$ cat src/rtl/obj_spawner_pkg.sv
// Shared game constants and small helpers for the object spawner.
package obj_spawner_pkg;

  localparam int unsigned SCREEN_W  = 640;
  localparam int unsigned SCREEN_H  = 480;
  localparam int unsigned COORD_W   = 10;
  localparam int unsigned X_MAX_DEF = 617;

  // Index/counter width that stays at least one bit for degenerate sizes.
  function automatic int unsigned idx_width(input int unsigned n);
    return (n > 1) ? $clog2(n) : 1;
  endfunction

endpackage

$ cat src/rtl/obj_slot.sv
// One falling-object slot: holds valid/x/y and applies load, clear and move strobes.
module obj_slot
  import obj_spawner_pkg::*;
#(
  parameter int unsigned Y_MAX     = SCREEN_H,
  parameter int unsigned FALL_STEP = 2
) (
  input  logic               clk,
  input  logic               rst,
  input  logic               move,
  input  logic               clear,
  input  logic               load,
  input  logic [COORD_W-1:0] load_x,
  output logic               valid,
  output logic [COORD_W-1:0] x,
  output logic [COORD_W-1:0] y,
  output logic               retire_c
);

  localparam int unsigned YN_W = COORD_W + 1;
  localparam logic [YN_W-1:0] Y_LIM  = YN_W'(Y_MAX);
  localparam logic [YN_W-1:0] Y_STEP = YN_W'(FALL_STEP);

  logic [YN_W-1:0] y_next;

  // Next y is computed one bit wider so the bottom-edge compare cannot wrap.
  always_comb begin
    y_next   = {1'b0, y} + Y_STEP;
    retire_c = move & valid & ~clear & (y_next >= Y_LIM);
  end

  // Slot state: load only targets a free slot, clear beats a same-cycle move.
  always_ff @(posedge clk) begin
    if (rst) begin
      valid <= 1'b0;
      x     <= '0;
      y     <= '0;
    end else if (load) begin
      valid <= 1'b1;
      x     <= load_x;
      y     <= '0;
    end else if (clear) begin
      valid <= 1'b0;
    end else if (move && valid) begin
      if (y_next >= Y_LIM) valid <= 1'b0;
      else                 y     <= y_next[COORD_W-1:0];
    end
  end

endmodule

$ cat src/rtl/obj_spawner.sv
// Per-frame object sequencer: samples the random value, moves every slot, then tries a spawn.
module obj_spawner
  import obj_spawner_pkg::*;
#(
  parameter int unsigned NUM_OBJ      = 4,
  parameter int unsigned X_MAX        = X_MAX_DEF,
  parameter int unsigned Y_MAX        = SCREEN_H,
  parameter int unsigned SPAWN_PERIOD = 30,
  parameter int unsigned FALL_STEP    = 2
) (
  input  logic                       clk,
  input  logic                       rst,
  input  logic                       frame,
  input  logic [COORD_W-1:0]         rand_i,
  input  logic [NUM_OBJ-1:0]         clear_i,
  output logic [NUM_OBJ-1:0]         obj_valid_o,
  output logic [COORD_W*NUM_OBJ-1:0] obj_x_o,
  output logic [COORD_W*NUM_OBJ-1:0] obj_y_o,
  output logic                       busy_o,
  output logic                       spawn_o,
  output logic                       miss_o
);

  localparam int unsigned IDX_W = idx_width(NUM_OBJ);
  localparam int unsigned CNT_W = idx_width(SPAWN_PERIOD);
  localparam int unsigned XL_W  = COORD_W + 1;
  localparam logic [XL_W-1:0]  X_LIM    = XL_W'(X_MAX);
  localparam logic [IDX_W-1:0] LAST_IDX = IDX_W'(NUM_OBJ - 1);
  localparam logic [CNT_W-1:0] CNT_DUE  = CNT_W'(SPAWN_PERIOD - 1);

  localparam logic [1:0] ST_IDLE   = 2'd0;
  localparam logic [1:0] ST_SAMPLE = 2'd1;
  localparam logic [1:0] ST_MOVE   = 2'd2;
  localparam logic [1:0] ST_SPAWN  = 2'd3;

  logic [1:0]         state_q, state_d;
  logic [IDX_W-1:0]   idx_q;
  logic [CNT_W-1:0]   cnt_q;
  logic [COORD_W-1:0] rand_q;
  logic               miss_q;

  logic [NUM_OBJ-1:0] move_vec, load_vec, retire_c;
  logic [IDX_W-1:0]   free_idx;
  logic               free_any, cnt_due, do_spawn;

  // Lowest-index free slot.
  always_comb begin
    free_any = 1'b0;
    free_idx = '0;
    for (int i = int'(NUM_OBJ) - 1; i >= 0; i--) begin
      if (!obj_valid_o[i]) begin
        free_any = 1'b1;
        free_idx = IDX_W'(i);
      end
    end
  end

  // Next state and per-cycle slot strobes.
  always_comb begin
    state_d  = state_q;
    move_vec = '0;
    load_vec = '0;
    do_spawn = 1'b0;
    cnt_due  = (cnt_q == CNT_DUE);
    case (state_q)
      ST_IDLE:   if (frame) state_d = ST_SAMPLE;
      ST_SAMPLE: state_d = ST_MOVE;
      ST_MOVE: begin
        move_vec = NUM_OBJ'(1) << idx_q;
        if (idx_q == LAST_IDX) state_d = ST_SPAWN;
      end
      ST_SPAWN: begin
        state_d = ST_IDLE;
        if (cnt_due && ({1'b0, rand_q} < X_LIM) && free_any) begin
          do_spawn = 1'b1;
          load_vec = NUM_OBJ'(1) << free_idx;
        end
      end
      default: state_d = ST_IDLE;
    endcase
  end

  // State register; reset aborts any sequence in progress.
  always_ff @(posedge clk) begin
    if (rst) state_q <= ST_IDLE;
    else     state_q <= state_d;
  end

  // Sequence bookkeeping and registered status pulses.
  always_ff @(posedge clk) begin
    if (rst) begin
      idx_q   <= '0;
      cnt_q   <= '0;
      rand_q  <= '0;
      miss_q  <= 1'b0;
      busy_o  <= 1'b0;
      spawn_o <= 1'b0;
      miss_o  <= 1'b0;
    end else begin
      spawn_o <= do_spawn;
      miss_o  <= (state_q == ST_SPAWN) && miss_q;
      case (state_q)
        ST_IDLE: if (frame) busy_o <= 1'b1;
        ST_SAMPLE: begin
          rand_q <= rand_i;
          idx_q  <= '0;
        end
        ST_MOVE: begin
          idx_q <= idx_q + 1'b1;
          if (|retire_c) miss_q <= 1'b1;
        end
        ST_SPAWN: begin
          busy_o <= 1'b0;
          miss_q <= 1'b0;
          if (do_spawn)      cnt_q <= '0;
          else if (!cnt_due) cnt_q <= cnt_q + 1'b1;
        end
        default: ;
      endcase
    end
  end

  // Slot array.
  for (genvar k = 0; k < NUM_OBJ; k++) begin : g_slot
    obj_slot #(
      .Y_MAX     (Y_MAX),
      .FALL_STEP (FALL_STEP)
    ) u_slot (
      .clk      (clk),
      .rst      (rst),
      .move     (move_vec[k]),
      .clear    (clear_i[k]),
      .load     (load_vec[k]),
      .load_x   (rand_q),
      .valid    (obj_valid_o[k]),
      .x        (obj_x_o[COORD_W*k +: COORD_W]),
      .y        (obj_y_o[COORD_W*k +: COORD_W]),
      .retire_c (retire_c[k])
    );
  end

endmodule

$ cat config.mk
export PLATFORM = sky130hd
export DESIGN_NAME = obj_spawner
export DESIGN_NICKNAME = d
export VERILOG_FILES = /design/src/rtl/obj_spawner_pkg.sv /design/src/rtl/obj_slot.sv /design/src/rtl/obj_spawner.sv
export SDC_FILE = /design/constraint.sdc
export NUM_CORES = 1
export LEC_CHECK = 0
export BUFFER_PORTS_ARGS = -buffer_cell sky130_fd_sc_hd__buf_2
export CORE_MARGIN = 3
export CORE_UTILIZATION = 35
export DETAILED_ROUTE_END_ITERATION = 10
export PLACE_DENSITY_LB_ADDON = 0.12
export SETUP_SLACK_MARGIN = 0.1
export SYNTH_ARGS = -nofsm -noshare
export SYNTH_HDL_FRONTEND = slang
export SYNTH_SLANG_ARGS = --single-unit
$ cat constraint.sdc
create_clock -name clk -period 2.1 [get_ports clk]
set_input_delay 0.21 -clock clk [delete_from_list [all_inputs] [get_ports clk]]
set_output_delay 0.21 -clock clk [all_outputs]
set_load 0.03 [all_outputs]
Word level (Yosys, flattened, before mapping) --
Index checks and enable logic that the tools add are counted.
Cells by class: reductions and logical operators 36, shifts and indexed selects 2, add/sub/neg operators 6, equal/unequal tests 9, muxes and demuxes 39, magnitude comparators 5, bitwise gates (word level) 20
Operators with widths (number):
- 10-bit by 2-bit adder with 11-bit output (second input constant) | 4
- 11-bit by 9-bit greater-or-equal comparator with 1-bit output (second input constant) | 4
- 1-bit 2-to-1 mux | 24
- 3-bit nonzero test | 8
- 2-bit AND reduction | 8
- 1-bit AND | 12
- 2-bit 2-to-1 mux | 6
- 4-bit 2-to-1 mux | 3
- 3-bit AND reduction | 4
- 10-bit < comparator (second input constant) | 1
- 5-bit 2-to-1 mux | 2
- 1-bit inverter | 8
- 2-bit case mux with 4 select lines | 1
- 2-bit OR reduction | 4
- 1-bit by 2-bit << shifter with 4-bit output (first input constant) | 2
- 1-bit logical AND | 7
- 2-bit equality test (second input constant) | 3
- 2-bit inequality test (second input constant) | 3
- 2-bit nonzero test | 3
- 5-bit by 1-bit adder with 5-bit output (second input constant) | 1
- 5-bit equality test (second input constant) | 1
- 1-bit case mux with 2 select lines | 2
- 2-bit case mux with 2 select lines | 1
- 4-bit OR reduction | 1
- 4 further kinds | 4
Storage, ports and cells: output and inout port bits 87, flip-flop bits (word level) 107, input bits 17

Depth between registers and ports, before layout --
Gate-level depths: netlist of run 1.
depth after elaboration 9, depth in mapped cells 9, mapped depth without buffers 8

By module --
Synthesis of run 1 repeated with hierarchy kept, for this count alone.
Unflattened totals: cell total of the unflattened synthesis 575, area, all modules 5277.6 sq um
By module, submodules not included:
- obj_slot | sequential area each 400.4 sq um, cells an instance 111, instances 4, area each 1024.7 sq um
- obj_spawner | sequential area each 460.4 sq um, cells an instance 131, instances 1, area each 1178.6 sq um

Least setup slack after synthesis of run 1 --
OpenSTA, ideal clock, no wires.
path type reg2reg, from register g_slot[0].u_slot.y[1], to register g_slot[0].u_slot.y[8], stages on the path, launching flop included 8, path slack -0.123 ns, clock period less this slack 2.223 ns, data arrival time 2.108 ns, buffers on the path 0, path through dfxtp_1 ha_1 and3_1 o21a_1 a31oi_1 o21ai_1 o21a_1 o21ba_2
On the way: cells in the longest elaborated chain, start to end 4
RTL lines:
- start, declared | RTL line obj_slot.sv:16 | output logic [COORD_W-1:0] y,
- start signal, assigned | RTL line obj_slot.sv:46 | else y <= y_next[COORD_W-1:0];
- 10-bit by 2-bit adder with 11-bit output (*) | RTL line obj_slot.sv:28 | y_next = {1'b0, y} + Y_STEP;
- 11-bit by 9-bit greater-or-equal comparator with 1-bit output | RTL line obj_slot.sv:45 | if (y_next >= Y_LIM) valid <= 1'b0;
- 1-bit inverter (no source line)
- 3-bit AND reduction (no source line)
Every way passes the cells marked *; elsewhere a longest branch is shown, timed or not. A chain may end at the register's enable or synchronous reset.

Worst setup path in the final report of run 1 --
from register rand_q[0], to register g_slot[1].u_slot.x[4]
On the way: cells in the longest elaborated chain, start to end 5
RTL lines:
- start, declared | RTL line obj_spawner.sv:39 | logic [COORD_W-1:0] rand_q;
- start signal, assigned | RTL line obj_spawner.sv:105 | rand_q <= rand_i;
- 10-bit < comparator | RTL line obj_spawner.sv:74 | if (cnt_due && ({1'b0, rand_q} < X_LIM) && free_any) begin
- 1-bit logical AND (2 in a row) | RTL line obj_spawner.sv:74
- 4-bit 2-to-1 mux | RTL line obj_spawner.sv:74
- 4-bit 2-to-1 mux | RTL line obj_spawner.sv:65 | case (state_q)
- end signal, assigned | RTL line obj_slot.sv:40 | x <= load_x;
- end, declared | RTL line obj_slot.sv:15 | output logic [COORD_W-1:0] x,
Every way passes these cells.

==> flow_summary_export.csv, run 1 <==
group,metric,value,unit
finish,final_util,0.4753,
timing,fin_crit,2096,ps
detailed_routing,drcViolationCount,0,
finish,regArea,2085,sq um
floorplan,die_area,15230,sq um
detailed_routing,wire_per_inst,15.29,um
clock_tree,h-tree-depth,3,
global_routing,grt_pass1_wl,21.13,mm
setup_path,crit_required,2330,ps
synthesis,yosysWarnings,0,
timing,slew_headroom,0.5748,
synthesis,ys_top_cells_by_count,"103 x dfxtp_1, 89 x nor2_1, 48 x nand2_1",
placement,dp_slack,-17.65,ps
clock_tree,clockBufferDepth,2,
finish,drive_gt1_frac,0.3188,
timing,final.setup.worst_slack,4.076,ps
detailed_routing,wirelength,13.19,mm
detailed_routing,drt_iter0_markers,218,
placement,hpwlAfterDp,9.685,mm
clock_tree,cts_root_buf,"clkbuf_16",
synthesis,synthSimpleGateAreaFrac,0.2359,
placement,port-buffer-count,99,
detailed_routing,antenna_left,0,
setup_path,end_kind,"flip-flop",
timing,final-setup-viol-count,0,
finish,final_net_count,716,
clock_tree,clk_pin_slew,70,ps
setup_path,path_cells,"o31a_1, o2111a_2, or3_4, nor3b_4, buf_4, buf_12, mux2i_1, nor2_1",
synthesis,yosys_register_bits,103,
power,internal_power,3.269,mW
global_routing,grt_max_degree,26,
setup_path,slowest_delay,380,ps
global_routing,grt_overflow_total,0,
finish,antenna-diode-count,0,
setup_path,cp_max_fo,5,
global_routing,grt_pass1_vias,4145,
synthesis,yosysTopAreaCell,"dfxtp_1",
timing,worst_slew_pin_slew,637.8,ps
detailed_routing,drt_first_pass_iters,5,
synthesis,synth_xor_area_frac,0.05626,
synthesis,syn_area,4826,sq um
placement,gp_congestion,0.8740,
synthesis,synthCells,542,
timing,slew_violations,0,
clock_tree,numCtsBuffers,9,
hold_path,hold_path_class,"input pin to flip-flop",
finish,syn_to_final_growth,31.45,%
detailed_routing,viasPerCell,4.998,
power,clkPwrFrac,0.386,
global_routing,grt_antenna_before_repair,0,
clock_tree,hold_buffers,0,
synthesis,synth_cell_types,54,
global_routing,grt_usage,0.1762,
setup_path,crit_type,"flip-flop to flip-flop",
setup_path,slowest_stage,"or3_4",
finish,finalNonFillerCells,863,
floorplan,die_w,123.4,um
floorplan,ios,104,
power,netSwitchingFraction,0.2649,
run,cap_violations,0,
power,ir_drop,452.1,uV
synthesis,syn_area_per_cell,8.904,sq um
synthesis,synth_top_area_frac,0.4273,
timing,final_hold_viol_count,0,
synthesis,yosysMostFrequentCell,"dfxtp_1",
floorplan,rows,42,
synthesis,synth_sequential_area_ratio,0.4273,
synthesis,synth_edf_count,0,
timing,fin_skew,5.324,ps
finish,fillers,1348,
placement,place_inst,843,
detailed_routing,vias,4313,
setup_path,start_kind,"flip-flop",
floorplan,core_area,13350,sq um
synthesis,synth_flop_cell,"dfxtp_1",
clock_tree,clkLatencyLatePin,340,ps
power,p_switching,1.178,mW
timing,whs,110.5,ps
synthesis,synth.top_cells.by_area,"dfxtp_1 43%, mux2i_1 9.1%, nor2_1 6.9%, ha_1 4.4%, xnor2_1 4.0%",
timing,fin_crit_sh,0.9981,
timing,rsz0062_at_grt,"true",
synthesis,synth_compound_area_frac,0.1006,
finish,multi_input_comb_area,2715,sq um
run_status,status,"complete, no violations",
timing,fmax,477.1,MHz
synthesis,synth_fa_ha_area_frac,0.04408,
synthesis,async_flop_share,0,
power,p_per_area,701.0,nW/um^2
power,leakagePower,2.572,nW
power,sequentialPowerShare,0.469,
floorplan,die_y,123.4,um
synthesis,muxShareOfSynthArea,0.09126,
setup_path,crit_family,"simple AND/OR/NAND/NOR gates",
clock_tree,cts.sinks,103,
setup_path,crit_arrival,2330,ps
clock_tree,cts_tree,"done",
synthesis,synth_top_family_by_area,"simple AND/OR/NAND/NOR gates",
power,comb_power_share,0.145,
setup_path,path_buf_inv,2,
floorplan,start_util,0.3615,
==> worst min-delay path, delay by kind of cell <==
kind / cells / cell delay, ps
and+or+nand+nor: 1 / 70
muxes: 1 / 60
buffers and inverters: 1 / 80
==> power by group through the flow <==
stage | registers, mW | logic (mW) | clock network [mW]
after floorplan | 2.15 | 0.377 | 0
after global placement | 2.13 | 0.636 | 0
after detailed placement | 2.13 | 0.642 | 0
after CTS | 2.09 | 0.649 | 1.79
after global routing | 2.09 | 0.713 | 1.86
final | 2.08 | 0.644 | 1.72
==> layer usage <==
layer	vias to the layer above	wire length, um	share of wire	GRT usage
met2	100	6073	0.46	0.2769
met3	12	766	0.058	0.03980
li1	2163	-	-	-
met5	-	0	0	0
met1	2038	6171	0.47	0.2384
met4	0	180	0.014	0.06090
==> worst paths after layout <==
kind                          start                            endpoint  slack (ps)  cells past startpoint
min reg2reg     miss_q$_SDFFE_PP0P_                   miss_o$_SDFF_PP0_         450                      2
min                       rand_i[7]              rand_q[7]$_SDFFE_PP0N_         110                      3
max reg2reg  rand_q[0]$_SDFFE_PP0N_  g_slot[1].u_slot.x[4]$_SDFFE_PP0P_           4                      8
max          rand_q[0]$_SDFFE_PP0N_  g_slot[1].u_slot.x[4]$_SDFFE_PP0P_           4                      8
==> per-stage QoR <==
stage	power [mW]	TNS (ps)	instance area, sq um
global route	4.662	-1436	6344
CTS	4.520	0	6226
global placement	2.763	-105.5	5838
detailed placement	2.770	-28.35	5838
finish	4.447	0	6344
floorplan	2.531	0	4871
==> cell type report <==
class	count	area share
inverter	11	0.006509
multi-input combinational	401	0.4280
clock inverter	5	0.01006
clock buffer	11	0.03826
timing repair buffer	156	0.1538
tap	176	0.03471
sequential	103	0.3286
==> registers in the layout, indices dropped and copies added (netlist names) <==
name                 cells
g_slot.u_slot.x         40
g_slot.u_slot.y         36
rand_q                  10
cnt_q                    5
g_slot.u_slot.valid      4
idx_q                    2
state_q                  2
busy_o                   1
miss_o                   1
miss_q                   1
spawn_o                  1
==> timing repair <==
action / 4_1_cts / 5_1_grt
endpoints found under the setup margin: 48 / 75
gates cloned: 1 / 0
pin swaps: 4 / 4
gates resized for setup: 10 / 20
endpoints found under the hold margin: 0 / 0
setup buffers: 3 / 0
==> logic make-up (layout without fill, tap and decap cells) <==
group	after synthesis	after routing
simple gates	231	231
flops	103	103
compound gates	74	74
mux	44	44
buf+inv	41	183
xor+xnor	31	31
fa+ha+maj	17	17
other cells	1	4
==> placed cells by master, fill, tap and decap left out, types with 3 or more instances in the layout <==
cell | netlist | final
a21oi_1 | 27 | 26
ha_1 | 17 | 15
dfxtp_1 | 103 | 87
or2_2 | 6 | 6
nand2_1 | 48 | 48
o21ai_0 | 5 | 5
nor2b_1 | 3 | 3
mux2i_1 | 44 | 44
dfxtp_2 | 0 | 15
o21ai_2 | 0 | 3
nor3_1 | 11 | 11
conb_1 | 1 | 4
clkbuf_16 | 0 | 9
xnor2_1 | 22 | 21
nand4b_1 | 3 | 3
nand4_1 | 15 | 15
xor2_1 | 9 | 9
a211oi_1 | 7 | 7
nor4_1 | 5 | 4
nor2_1 | 89 | 88
nor3b_1 | 4 | 4
nand2b_1 | 4 | 4
and3_1 | 6 | 5
buf_2 | 4 | 99
a31oi_1 | 6 | 3
or3_1 | 5 | 4
o21a_1 | 3 | 3
nand3_1 | 15 | 13
o211ai_1 | 5 | 5
buf_4 | 10 | 52
inv_1 | 11 | 11
o2111ai_1 | 3 | 3
nand3b_1 | 3 | 3
No activity file was read; power rests on OpenSTA's default activity.
==> run 2: changes to the inputs <==
CORE_MARGIN = unset   (was 3)
==> flow_summary_export.csv, run 2 (synthesis gave the netlist of run 1 again) <==
group,metric,value,unit
floorplan,die_area,14260,sq um
setup_path,crit_end,"g_slot[2].u_slot.x[1]$_SDFFE_PP0P_",
power,finalPower,4.350,mW
detailed_routing,wire_per_inst,14.60,um
placement,place_inst,845,
timing,fin_crit_sh,0.9880,
power,p_per_area,677.9,nW/um^2
setup_path,crit_required,2330,ps
clock_tree,h-tree-depth,3,
setup_path,start_kind,"flip-flop",
global_routing,grt_overflow_total,0,
detailed_routing,route.met3.wl,742,um
floorplan,ios,104,
setup_path,path_cells,"o31a_1, o2111a_2, or3_4, nor3_4, buf_6, buf_12, mux2i_1, nor2_1",
detailed_routing,antenna_left,0,
setup_path,r2r-end,"g_slot[2].u_slot.x[1]$_SDFFE_PP0P_",
power,ir_drop,371.4,uV
detailed_routing,viasPerCell,4.986,
finish,final_common_cell,"buf_2",
power,netSwitchingFraction,0.2748,
setup_path,crit_type,"flip-flop to flip-flop",
setup_path,slowest_delay,380,ps
finish,layout.cells.most_common_list,"99 x buf_2, 88 x dfxtp_1, 87 x nor2_1, 54 x buf_4, 48 x nand2_1",
timing,fin_skew,9.413,ps
setup_path,cp_max_fo,5,
run_status,status,"complete, no violations",
placement,port-buffer-count,99,
power,leakagePower,2.614,nW
floorplan,die_y,119.4,um
finish,antenna-diode-count,0,
power,internal_power,3.155,mW
setup_path,startpoint,"rand_q[0]$_SDFFE_PP0N_",
timing,slew_violations,0,
clock_tree,clk_pin_slew,70,ps
global_routing,grt_pass1_vias,4120,
global_routing,grt_usage,0.1810,
power,sequentialPowerShare,0.480,
setup_path,rr_worst_depth,8,
floorplan,start_util,0.3615,
global_routing,grt_max_degree,35,
timing,fmax,482.0,MHz
detailed_routing,drt_iter0_markers,234,
power,comb_power_share,0.151,
setup_path,crit_arrival,2310,ps
clock_tree,cts.sinks,103,
setup_path,rrSetupSlack,30,ps
setup_path,slowest_stage,"or3_4",
timing,fin_crit,2075,ps
floorplan,core_area,13350,sq um
hold_path,hold_path_class,"input pin to flip-flop",
clock_tree,clockBufferDepth,2,
power,clkPwrFrac,0.370,
setup_path,timing.rr.start,"rand_q[0]$_SDFFE_PP0N_",
finish,syn_to_final_growth,32.98,%
detailed_routing,vias,4328,
timing,final-setup-viol-count,0,
finish,finalNonFillerCells,868,
detailed_routing,drcViolationCount,0,
detailed_routing,met1_length,5.896,mm
clock_tree,clkLatencyLatePin,350,ps
clock_tree,cts_root_buf,"clkbuf_16",
setup_path,end_kind,"flip-flop",
finish,largest-register,"g_slot.u_slot.x",
floorplan,rows,42,
clock_tree,hold_buffers,0,
finish,largest_registers,"g_slot.u_slot.x (40), g_slot.u_slot.y (36), rand_q (10)",
finish,drive_gt1_frac,0.3280,
detailed_routing,top_layer_used,"met4",
finish,largest_reg_flops,40,
run,cap_violations,0,
placement,hpwlAfterDp,9.097,mm
detailed_routing,wirelength,12.67,mm
finish,final_net_count,722,
timing,final_hold_viol_count,0,
timing,worst_slew_pin_slew,673.2,ps
placement,gp_congestion,0.8699,
detailed_routing,drt_first_pass_iters,6,
global_routing,grt_antenna_before_repair,0,
clock_tree,numCtsBuffers,9,
floorplan,die_w,119.4,um
clock_tree,cts_tree,"done",
power,p_switching,1.196,mW
timing,slew_headroom,0.5512,
detailed_routing,routed-wl-met2,5.760,mm
global_routing,grt_pass1_wl,20.36,mm
timing,rsz0062_at_grt,"true",
## run 2: cell count changes in the layout (fill, tap and decap cells not counted), sizes merged
cell,change
clkbuf,-1
inv,-1
clkinv,+2
buf,+6
bufinv,-1
## run 2: worst min path at each step
stage / slack, ps / start / end / depth (start not counted)
floorplan: 360 / rand_i[0] / rand_q[0]$_SDFFE_PP0N_ / 2
global placement: 440 / g_slot[3].u_slot.x[0]$_SDFFE_PP0P_ / g_slot[3].u_slot.x[0]$_SDFFE_PP0P_ / 2
detailed placement: 440 / g_slot[3].u_slot.x[2]$_SDFFE_PP0P_ / g_slot[3].u_slot.x[2]$_SDFFE_PP0P_ / 2
CTS: 90 / rand_i[2] / rand_q[2]$_SDFFE_PP0N_ / 3
global route: 110 / rand_i[2] / rand_q[2]$_SDFFE_PP0N_ / 3
finish: 100 / rand_i[1] / rand_q[1]$_SDFFE_PP0N_ / 3
## run 2: routing by layer
metal / GRT usage / vias to the layer above
met2: 0.2871 / 110
li1: - / 2172
met1: 0.2324 / 2028
met5: 0 / -
met4: 0.07656 / 0
met3: 0.04646 / 18
## run 2: critical path: cells and delay by family (launching register included)
| kind | cells | cell delay, ps |
|---|---|---|
| buffers and inverters | 2 | 270 |
| DFF | 1 | 320 |
| and+or+nand+nor | 3 | 650 |
| muxes | 1 | 170 |
| AOI/OAI and AO/OA | 2 | 550 |
## run 2: stage by stage
| step | worst slack (ps) | hold slack [ps] | setup TNS (ps) | instance area (sq um) | utilization |
|---|---|---|---|---|---|
| final | 25.15 | 105.0 | 0 | 6417 | 0.4808 |
| after global routing | -65.97 | 111.8 | -957.9 | 6417 | 0.4808 |
| after CTS | 10.49 | 90.91 | 0 | 6265 | 0.4693 |
| after detailed placement | -108.0 | 441.3 | -232.0 | 5866 | 0.4394 |
| after global placement | -68.04 | 437.6 | -141.5 | 5866 | 0.4394 |
| after floorplan | 96.85 | 357.6 | 0 | 4871 | - |
## run 2: final cells by class
cell class / count / area, sq um
multi-input cells: 401 / 2730
well taps: 176 / 220.2
inverters: 11 / 41.29
repair buffers: 162 / 1061
clock inverters: 5 / 42.54
flip-flops and latches: 103 / 2083
fillers: 1356 / 6930
clock buffers: 10 / 239.0
## run 2: power groups by stage
stage               Clock [mW]  Combinational (mW)  Sequential (mW)
CTS                       1.67               0.653             2.09
global route              1.75               0.736             2.10
floorplan                    0               0.377             2.15
global placement             0               0.641             2.13
finish                    1.61               0.655             2.09
detailed placement           0               0.649             2.14
## run 2: repair_timing
action,in CTS,in global routing
cloned,2,0
pin swaps,1,13
setup buffers,5,1
setup endpoints to repair,56,66
resized for setup,9,28
